## src/rtl/pmem_arbiter.sv

```systemverilog
// Round-robin arbiter sharing one line-wide physical memory port between the
// I-cache and D-cache; one transaction at a time, response returned to the owner.
module pmem_arbiter #(
   parameter int unsigned ADDR_WIDTH = 32,
   parameter int unsigned LINE_WIDTH = 256
) (
   input  logic                  clk,
   input  logic                  rst_n,
   input  logic                  i_pmem_read,
   input  logic [ADDR_WIDTH-1:0] i_pmem_address,
   output logic [LINE_WIDTH-1:0] i_pmem_rdata,
   output logic                  i_pmem_resp,
   input  logic                  d_pmem_read,
   input  logic                  d_pmem_write,
   input  logic [ADDR_WIDTH-1:0] d_pmem_address,
   input  logic [LINE_WIDTH-1:0] d_pmem_wdata,
   output logic [LINE_WIDTH-1:0] d_pmem_rdata,
   output logic                  d_pmem_resp,
   output logic                  pmem_read,
   output logic                  pmem_write,
   output logic [ADDR_WIDTH-1:0] pmem_address,
   output logic [LINE_WIDTH-1:0] pmem_wdata,
   input  logic [LINE_WIDTH-1:0] pmem_rdata,
   input  logic                  pmem_resp
);

   typedef enum logic [1:0] {IDLE, BUSY, RESP} state_t;

   state_t                state;
   logic                  owner;
   logic                  last_grant;
   logic                  cmd_read;
   logic                  cmd_write;
   logic [ADDR_WIDTH-1:0] cmd_addr;
   logic [LINE_WIDTH-1:0] cmd_wdata;
   logic [LINE_WIDTH-1:0] line_buf;

   logic i_req;
   logic d_req;
   logic grant_d;
   logic unused_low_addr;

   assign i_req   = i_pmem_read;
   assign d_req   = d_pmem_read | d_pmem_write;
   // On a tie the client that did not win last time is served.
   assign grant_d = d_req & (~i_req | ~last_grant);

   // Line-offset bits are discarded when the command is latched.
   assign unused_low_addr = ^{i_pmem_address[4:0], d_pmem_address[4:0]};

   always_ff @(posedge clk or negedge rst_n) begin
      if (!rst_n) begin
         state      <= IDLE;
         owner      <= 1'b0;
         last_grant <= 1'b0;
         cmd_read   <= 1'b0;
         cmd_write  <= 1'b0;
         cmd_addr   <= '0;
         cmd_wdata  <= '0;
         line_buf   <= '0;
      end else begin
         case (state)
            IDLE: begin
               if (i_req | d_req) begin
                  owner      <= grant_d;
                  last_grant <= grant_d;
                  if (grant_d) begin
                     cmd_addr  <= {d_pmem_address[ADDR_WIDTH-1:5], 5'b0};
                     cmd_read  <= d_pmem_read & ~d_pmem_write;
                     cmd_write <= d_pmem_write;
                     cmd_wdata <= d_pmem_wdata;
                  end else begin
                     cmd_addr  <= {i_pmem_address[ADDR_WIDTH-1:5], 5'b0};
                     cmd_read  <= 1'b1;
                     cmd_write <= 1'b0;
                  end
                  state <= BUSY;
               end
            end
            BUSY: begin
               if (pmem_resp) begin
                  if (cmd_read) begin
                     line_buf <= pmem_rdata;
                  end
                  state <= RESP;
               end
            end
            RESP: begin
               state <= IDLE;
            end
            default: begin
               state <= IDLE;
            end
         endcase
      end
   end

   assign pmem_read    = (state == BUSY) & cmd_read;
   assign pmem_write   = (state == BUSY) & cmd_write;
   assign pmem_address = cmd_addr;
   assign pmem_wdata   = cmd_wdata;

   assign i_pmem_resp  = (state == RESP) & ~owner;
   assign d_pmem_resp  = (state == RESP) & owner;
   assign i_pmem_rdata = line_buf;
   assign d_pmem_rdata = line_buf;

endmodule

```

## config.mk

```make
export PLATFORM = sky130hd
export DESIGN_NAME = pmem_arbiter
export DESIGN_NICKNAME = d
export VERILOG_FILES = /design/src/rtl/pmem_arbiter.sv
export SDC_FILE = /design/constraint.sdc
export NUM_CORES = 1
export LEC_CHECK = 0
export ABC_CLOCK_PERIOD_IN_PS = 1720
export CORE_AREA = 2 2 537 539
export DETAILED_ROUTE_END_ITERATION = 8
export DIE_AREA = 0 0 539 541
export PLACE_DENSITY_LB_ADDON = 0.05
export SYNTH_ARGS = -nofsm -noshare
export SYNTH_HDL_FRONTEND = slang
export SYNTH_SLANG_ARGS = --single-unit
```

## constraint.sdc

```tcl
create_clock -name clk -period 1.72 [get_ports clk]
set_input_delay 0.344 -clock clk [delete_from_list [all_inputs] [get_ports clk]]
set_output_delay 0.344 -clock clk [all_outputs]
set_load 0.02 [all_outputs]
```

# Word level (Yosys, flattened, before mapping)

Cells that the tools add are included.

Flip-flop bits (word level): 549
Bits in latches: 0
Memory bits (writable): 0
Bits in read-only memories: 0
Input bits: 582
Output and inout port bits: 804
Word-level logic and storage cells: 34
Memories kept: 0

Add/subtract/negate cells: 0
Multipliers: 0
Divide/modulo/power cells: 0
$lt $le $gt $ge: 0
Eq/ne operators: 4
Shifts and indexed selects: 0
Multiplexer cells: 6
Bitwise logic cells: 12
Reduce and logical (&&, ||, !) cells: 5

Operator list:

| kind               | number |
|---|---|
| $mux 32            | 1 |
| $and 1x1->1        | 6 |
| $reduce_and 3->1   | 2 |
| $mux 2             | 2 |
| $ne 2x2->1 const B | 2 |
| $pmux 2 s2         | 1 |
| $reduce_and 2->1   | 2 |
| $not 1->1          | 3 |
| $or 1x1->1         | 3 |
| $eq 2x1->1 const B | 1 |
| $eq 2x2->1 const B | 1 |
| $logic_not 2->1    | 1 |
| $mux 1             | 2 |

# Longest topological paths before layout

Gate-level depths: netlist of run 1.

Depth after elaboration: 4
Mapped depth: 6
Mapped depth without buffers: 3

# Least setup slack after synthesis of run 1

No wires, ideal clock.

Path type: register to register
Start point: reg last_grant
End point: reg cmd_wdata[0], in the netlist pmem_wdata[0]
Setup time: 0.125 ns
Arrival: 1.623 ns
Data required time: 1.595 ns
Slack: -0.028 ns
Cell stages (with the launch flop): 7
Buffers on the path: 3
Period minus slack after synthesis: 1.748 ns
Cell sequence: dfrtp_1 o2bb2ai_2 or3_1 buf_2 buf_6 buf_6 mux2_4

Word-level cells in the longest chain between the ends: 4

Ends and longest elaborated chain:

| item                              | line | source |
|---|---|---|
| start: declaration                | 31   | `logic last_grant;` |
| start signal: assignment          | 66   | `last_grant <= grant_d;` |
| $not 1->1                         | -    |  |
| $or 1x1->1                        | 46   | `assign grant_d = d_req & (~i_req \| ~last_grant);` |
| $and 1x1->1                       | 46   |  |
| $reduce_and 3->1 (no source line) | -    |  |
| end signal: assignment            | 71   | `cmd_wdata <= d_pmem_wdata;` |
| end: declaration                  | 35   | `logic [LINE_WIDTH-1:0] cmd_wdata;` |

Every way passes these cells.
A chain may end at the register's enable or synchronous reset.

# Final worst setup path of run 1

Start point: reg last_grant
End point: reg cmd_wdata[42], in the netlist pmem_wdata[42]

The elaborated chain is that of the path after synthesis.

==> flow_metrics.env, run 1 <==
export IMPL_area_delta_synth_final_pct=84.5
export IMPL_fin_ws_ns=-0.413
export IMPL_power_density_nw_per_um2=2230
export IMPL_clock_sinks=544
export IMPL_worst_path_buf_inv=4
export IMPL_die_y_um=541
export IMPL_fmaxAchievable_ghz=0.469
export IMPL_hp_class="in2async"
export IMPL_rows=197
export IMPL_fin_crit_sh_pct=124
export IMPL_synth_adder_area_share_pct=0
export IMPL_whs_ns=0.185
export IMPL_layout_cells_non_filler=6625
export IMPL_crit_type="reg2reg"
export IMPL_ys_warnings_count=0
export IMPL_grt_pass1_wl_um=200000
export IMPL_p_leak_uw=0.0186
export IMPL_maxCapViolCount=0
export IMPL_die_w_um=539
export IMPL_ir_drop_mv=0.687
export IMPL_antenna_found_initial=123
export IMPL_violations="setup timing"
export IMPL_drc=0
export IMPL_drive_above_1_share_pct=63.3
export IMPL_clk_pin_slew_ns=0.06
export IMPL_crit_required_ns=2.32
export IMPL_post_synth_and_or_nand_nor_area_fraction_pct=0.273
export IMPL_rsz0062_at_grt="true"
export IMPL_clk_latency_ns=0.72
export IMPL_synth_seq_area_share_pct=58.2
export IMPL_synth_cell_types=22
export IMPL_port_buffers=1370
export IMPL_skew_ns=0.0471
export IMPL_vias=17600
export IMPL_num_nets_final=3335
export IMPL_synthesis_area_um2=23400
export IMPL_ys_seq_elements=544
export IMPL_place_gp_congestion=0.729
export IMPL_startpoint_type="flop"
export IMPL_crit_top_cell="buf_4"
export IMPL_pin_count=1386
export IMPL_dp_cells=6381
export IMPL_grt_total_usage_pct=10.2
export IMPL_status="complete, but fails checks"
export IMPL_timing_final_crit_period_ns=2.13
export IMPL_slowest_delay_ns=0.40
export IMPL_synth_avg_cell_area_um2=16.1
export IMPL_dpl_hpwl_um=127000
export IMPL_drt_total_wl_um=154000
export IMPL_routed_via_density=2.65
export IMPL_htreeDepth=3
export IMPL_drtAntennaViolNets=0
export IMPL_cts_tree="built"
export IMPL_tightest_slew_ns=0.737
export IMPL_cp_arrival_ns=2.74
export IMPL_grt_max_degree=47
export IMPL_die_area_um2=292000
export IMPL_synth_compound_area_share_pct=0.209
export IMPL_cp_cell_sequence="buf_4 -> o2bb2ai_4 -> or3_4 -> buf_12 -> bufbuf_16 -> buf_4 -> mux2_4"
export IMPL_coreArea_um2=286000
export IMPL_crit_path_top_delay_cell="dfrtp_2"
export IMPL_grt_pass1_vias=19800
export IMPL_synthMuxAreaShare_pct=30.9
export IMPL_post_drt_wl_per_cell_um=23.3
export IMPL_total_power_uw=96200
export IMPL_synth_top_family_by_area="multiplexers"
export IMPL_syn_inst=1454
export IMPL_initial_core_util_pct=8.17
export IMPL_cp_top_family="buffers and inverters"
export IMPL_overflow=0
export IMPL_end_kind="flop"
export IMPL_drt_initial_drc_count=462
export IMPL_slew_violations=0
export IMPL_setup_violations_final=524
export IMPL_max_slew_margin_pct=50.7
export IMPL_clockBufferDepth=3
export IMPL_first_pass_iters=4
export IMPL_cts_root_buf="clkbuf_16"
export IMPL_crit_fanout=10
export IMPL_cts_made_buffers=89
export IMPL_synth_xor_xnor_area_share_pct=0
export IMPL_hold_viol_final=0
-- power by group --
| part | switching [uW] | internal [uW] | leakage, uW |
|---|---|---|---|
| Clock | 7390 | 11000 | 0.00145 |
| Sequential | 7460 | 19800 | 0.00627 |
| Combinational | 25600 | 24900 | 0.0109 |
| Total | 40400 | 55800 | 0.0186 |
-- placed cells by master, fill, tap and decap left out, drive strengths merged --
cell type      netlist  final
nand2                1      1
o21a                 1      1
dfrtp              544    544
bufbuf               0      2
and2                 3      3
bufinv               0      2
diode                0     23
nand3                2      2
mux2               566    566
dlygate4sd3          0      2
clkdlybuf4s50        0    570
o2bb2ai              1      1
clkinvlp             0      2
dlygate4sd2          0      1
conb                 1      5
nor2b                1      1
clkinv               0     19
buf                320    947
nor3b                2      2
or3                  1      1
o21ai                2      2
nor2                 1      1
a21o                 1      1
clkbuf               3    140
o31a                 1      1
inv                  3      4
-- path summary, 6_finish.rpt --
check                      cells past startpoint  slack, ns         endpoint        startpoint
max                                            7      -0.41   pmem_wdata[42]        last_grant
min                                            3       0.19   pmem_wdata[89]             rst_n
max reg2reg                                    7      -0.41   pmem_wdata[42]        last_grant
min reg2reg                                    1       0.50  pmem_wdata[101]   pmem_wdata[101]
max in group asynchronous                      3       0.40   pmem_wdata[40]             rst_n
min in group clk                               2       0.23   pmem_wdata[81]  d_pmem_wdata[81]
-- cell families (layout without fill, tap and decap cells) --
kind of cell	count (synthesis)	in the layout
compound gates	6	6
buf+inv	326	1689
flops	544	544
mux	566	566
other cells	1	28
simple gates	11	11
-- cell usage after synthesis --
master	instances	area [um2]
buf_6	26	293
a21o_1	1	7.51
buf_1	4	15.0
and2_1	3	18.8
nand3_1	2	10.0
o21ai_0	2	10.0
nor3b_1	2	15.0
buf_2	29	145
clkbuf_1	3	11.3
o31a_1	1	8.76
conb_1	1	3.75
mux2_2	337	3790
nand2_1	1	3.75
inv_1	3	11.3
buf_4	261	1960
nor2_1	1	3.75
o2bb2ai_2	1	15.0
mux2_4	229	3440
o21a_1	1	7.51
dfrtp_1	544	13600
nor2b_1	1	6.26
or3_1	1	6.26
-- cell type report --
class	count	area [um2]
antenna	23	57.6
clock buffer	135	2670
clock inverter	24	288
fill	31900	243000
inverter	3	11.3
multi-input combinational	588	7430
sequential	544	13800
tap	3781	4730
timing repair buffer	1527	14200
-- routing by layer --
metal | vias to the layer above | part of all wire (%) | global-route usage (%)
li1 | 7401 | - | -
met1 | 8688 | 35 | 10.1
met2 | 1074 | 50 | 18.2
met3 | 314 | 12 | 5.67
met4 | 88 | 2.7 | 2.54
met5 | - | 0.39 | 0
-- through the flow --
| step | cell area (um2) | util [%] | setup WS, ns | setup TNS (ns) |
|---|---|---|---|---|
| floorplan | 23400 | - | -0.0163 | -3.43 |
| global placement | 40600 | 14.2 | -0.695 | -234.44 |
| detailed placement | 40600 | 14.2 | -0.677 | -227.33 |
| CTS | 42800 | 14.9 | -0.445 | -128.55 |
| global route | 43100 | 15.1 | -0.453 | -140.08 |
| finish | 43200 | 15.1 | -0.413 | -95.09 |
-- registers in the layout (all words and copies together) (netlist names) --
name	count
state	2
pmem_wdata	256
cmd_write	1
cmd_read	1
last_grant	1
d_pmem_rdata	256
pmem_address	27
-- worst min-delay path, cell delays in order --
cell and delay [ns]:
dlygate4sd3_1 0.56, buf_8 0.14, buf_12 0.24
-- repair_timing --
| item | in CTS | in global routing |
|---|---|---|
| pin swaps | 1 | 0 |
| hold buffers | 2 | 0 |
| setup endpoints to repair | 1309 | 841 |
| endpoints found under the hold margin | 105 | 0 |
| gates resized for setup | 4089 | 24 |
| setup buffers | 45 | 6 |
| gates cloned | 2 | 8 |
(Power assumes the default switching activity.)
==> inputs of run 2 (changes only) <==
Settings changed: CORE_AREA 2 2 537 539 to 2 2 545 547, CTS_BUF_LIST from default to sky130_fd_sc_hd__clkbuf_4, DIE_AREA 0 0 539 541 to 0 0 547 549, GPL_TIMING_DRIVEN from default to 0.
==> flow_metrics.env, run 2 (synthesis results as in run 1) <==
export IMPL_reg2reg_slack_ns=-0.67
export IMPL_final_common_cell="buf_6"
export IMPL_antenna_found_initial=102
export IMPL_overflow=0
export IMPL_crit_top_cell="buf_16"
export IMPL_p_leak_uw=0.0230
export IMPL_grt_max_degree=90
export IMPL_layout_common_cells="buf_6 (655), dlygate4sd3_1 (630), clkdlybuf4s50_1 (570)"
export IMPL_power_frac_seq_pct=26.7
export IMPL_cp_arrival_ns=3.84
export IMPL_grt_pass1_vias=23800
export IMPL_num_nets_final=4316
export IMPL_fin_crit_sh_pct=150
export IMPL_grt_pass1_wl_um=216000
export IMPL_crit_path_top_delay_cell="dlygate4sd3_1"
export IMPL_fmaxAchievable_ghz=0.389
export IMPL_coreArea_um2=295000
export IMPL_crit_fanout=82
export IMPL_setup_violations_final=1469
export IMPL_routed_via_density=2.70
export IMPL_r2r_end="pmem_wdata[120]"
export IMPL_die_area_um2=300000
export IMPL_whs_ns=0.0618
export IMPL_slew_violations=0
export IMPL_ir_drop_mv=0.900
export IMPL_reg2reg_from="last_grant"
export IMPL_status="complete, but fails checks"
export IMPL_drt_total_wl_um=164000
export IMPL_r2r_cells=7
export IMPL_violations="setup timing"
export IMPL_switching_power_uw=42400
export IMPL_timing_final_crit_period_ns=2.57
export IMPL_drtAntennaViolNets=0
export IMPL_rows=200
export IMPL_dpl_hpwl_um=132000
export IMPL_drc=0
export IMPL_htreeDepth=4
export IMPL_vias=21200
export IMPL_skew_ns=0.153
export IMPL_max_slew_margin_pct=38.3
export IMPL_place_gp_congestion=0.709
export IMPL_drive_above_1_share_pct=47.2
export IMPL_switching_share_pct=41.8
export IMPL_utilization_pct=17.9
export IMPL_port_buffers=1370
export IMPL_area_delta_synth_final_pct=126
export IMPL_pin_count=1386
export IMPL_post_drt_wl_per_cell_um=21.0
export IMPL_clk_latency_ns=1.26
export IMPL_dp_worst_setup_slack_ns=-2.13
export IMPL_end_kind="asynchronous set/reset pin"
export IMPL_tightest_slew_ns=0.926
export IMPL_grt_total_usage_pct=10.6
export IMPL_slowest_delay_ns=1.04
export IMPL_die_w_um=547
export IMPL_crit_type="in2async"
export IMPL_combPwrFrac_pct=57.8
export IMPL_hold_viol_final=0
export IMPL_die_y_um=549
export IMPL_cp_cell_sequence="buf_8 -> buf_16 -> buf_16 -> buf_16 -> buf_16 -> buf_16 -> buf_16 -> buf_16 -> buf_16 -> buf_16 -> dlygate4sd3_1 -> buf_16 -> buf_16 -> buf_16"
export IMPL_clk_pin_slew_ns=0.06
export IMPL_fin_ws_ns=-0.853
export IMPL_power_density_nw_per_um2=1920
export IMPL_clock_power_share_pct=15.5
export IMPL_hp_class="in2async"
export IMPL_drt_initial_drc_count=401
export IMPL_cts_made_buffers=210
export IMPL_clock_sinks=544
export IMPL_initial_core_util_pct=7.93
export IMPL_worst_path_buf_inv=14
export IMPL_cp_top_family="buffers and inverters"
export IMPL_first_pass_iters=4
export IMPL_internal_power_uw=59100
export IMPL_cts_tree="built"
export IMPL_startpoint_type="primary input"
export IMPL_crit_required_ns=2.99
export IMPL_cts_root_buf="clkbuf_4"
export IMPL_maxCapViolCount=0
export IMPL_rsz0062_at_grt="true"
export IMPL_clockBufferDepth=4
[run 2: layer usage]
layer / wire (um) / part of all wire [%] / global-route usage (%)
met5: 353 / 0.21 / 0
met4: 5540 / 3.4 / 3.53
met3: 17600 / 11 / 5.19
met2: 82400 / 50 / 18.9
met1: 58600 / 36 / 10.8
[run 2: what timing repair did]
item / 4_1_cts / 5_1_grt
hold buffers: 640 / 1
gates cloned: 2 / 0
pin swaps: 2 / 1
resized for setup: 1261 / 2113
setup endpoints to repair: 1341 / 1468
setup buffers: 10 / 39
hold endpoints to repair: 934 / 102
[run 2: how the worst max path moves through the flow]
| stage | slack [ns] | depth (start not counted) | from | endpoint |
|---|---|---|---|---|
| floorplan | -0.02 | 6 | last_grant | pmem_wdata[0] |
| global placement | -33.36 | 1 | rst_n | d_pmem_rdata[112] |
| detailed placement | -2.13 | 5 | pmem_resp | d_pmem_rdata[102] |
| CTS | -1.01 | 2 | last_grant | i_pmem_resp |
| global route | -1.00 | 2 | last_grant | i_pmem_resp |
| finish | -0.85 | 14 | rst_n | d_pmem_rdata[203] |
[run 2: area by class of cell]
| class | count | area (um2) |
|---|---|---|
| antenna | 47 | 118 |
| clock inverter | 25 | 143 |
| fill | 32600 | 242000 |
| clock buffer | 307 | 2300 |
| tap | 3939 | 4930 |
| timing repair buffer | 2067 | 20900 |
| inverter | 3 | 11.3 |
| sequential | 544 | 13800 |
| buffer | 320 | 3330 |
| multi-input combinational | 588 | 7410 |
[run 2: power groups by stage]
stage | Clock [uW] | Combinational [uW] | Sequential [uW]
6_report | 15700 | 58700 | 27100
5_1_grt | 17800 | 62000 | 28300
4_1_cts | 17300 | 53700 | 26700
3_5_place_dp | 0 | 57400 | 26600
3_3_place_gp | 0 | 57800 | 26900
2_1_floorplan | 0 | 21000 | 31500
[run 2: per-stage QoR]
step,cells,cell area (um2),setup TNS (ns),power (uW)
3_3_place_gp,6767,42100,-,84600
6_report,7840,52900,-682.63,101000
2_1_floorplan,1458,23400,-3.43,52500
5_1_grt,7814,52900,-999.81,108000
3_5_place_dp,6774,42300,-880.39,84000
4_1_cts,7758,51000,-1083.43,97600
[run 2: worst reg2reg max path, stage by stage (launching register included)]
cell and delay [ns]:
dfrtp_1 0.40, buf_4 0.16, o2bb2ai_4 0.20, or3_1 0.41, clkbuf_4 0.23, buf_8 0.19
buf_6 0.23, mux2_4 0.32
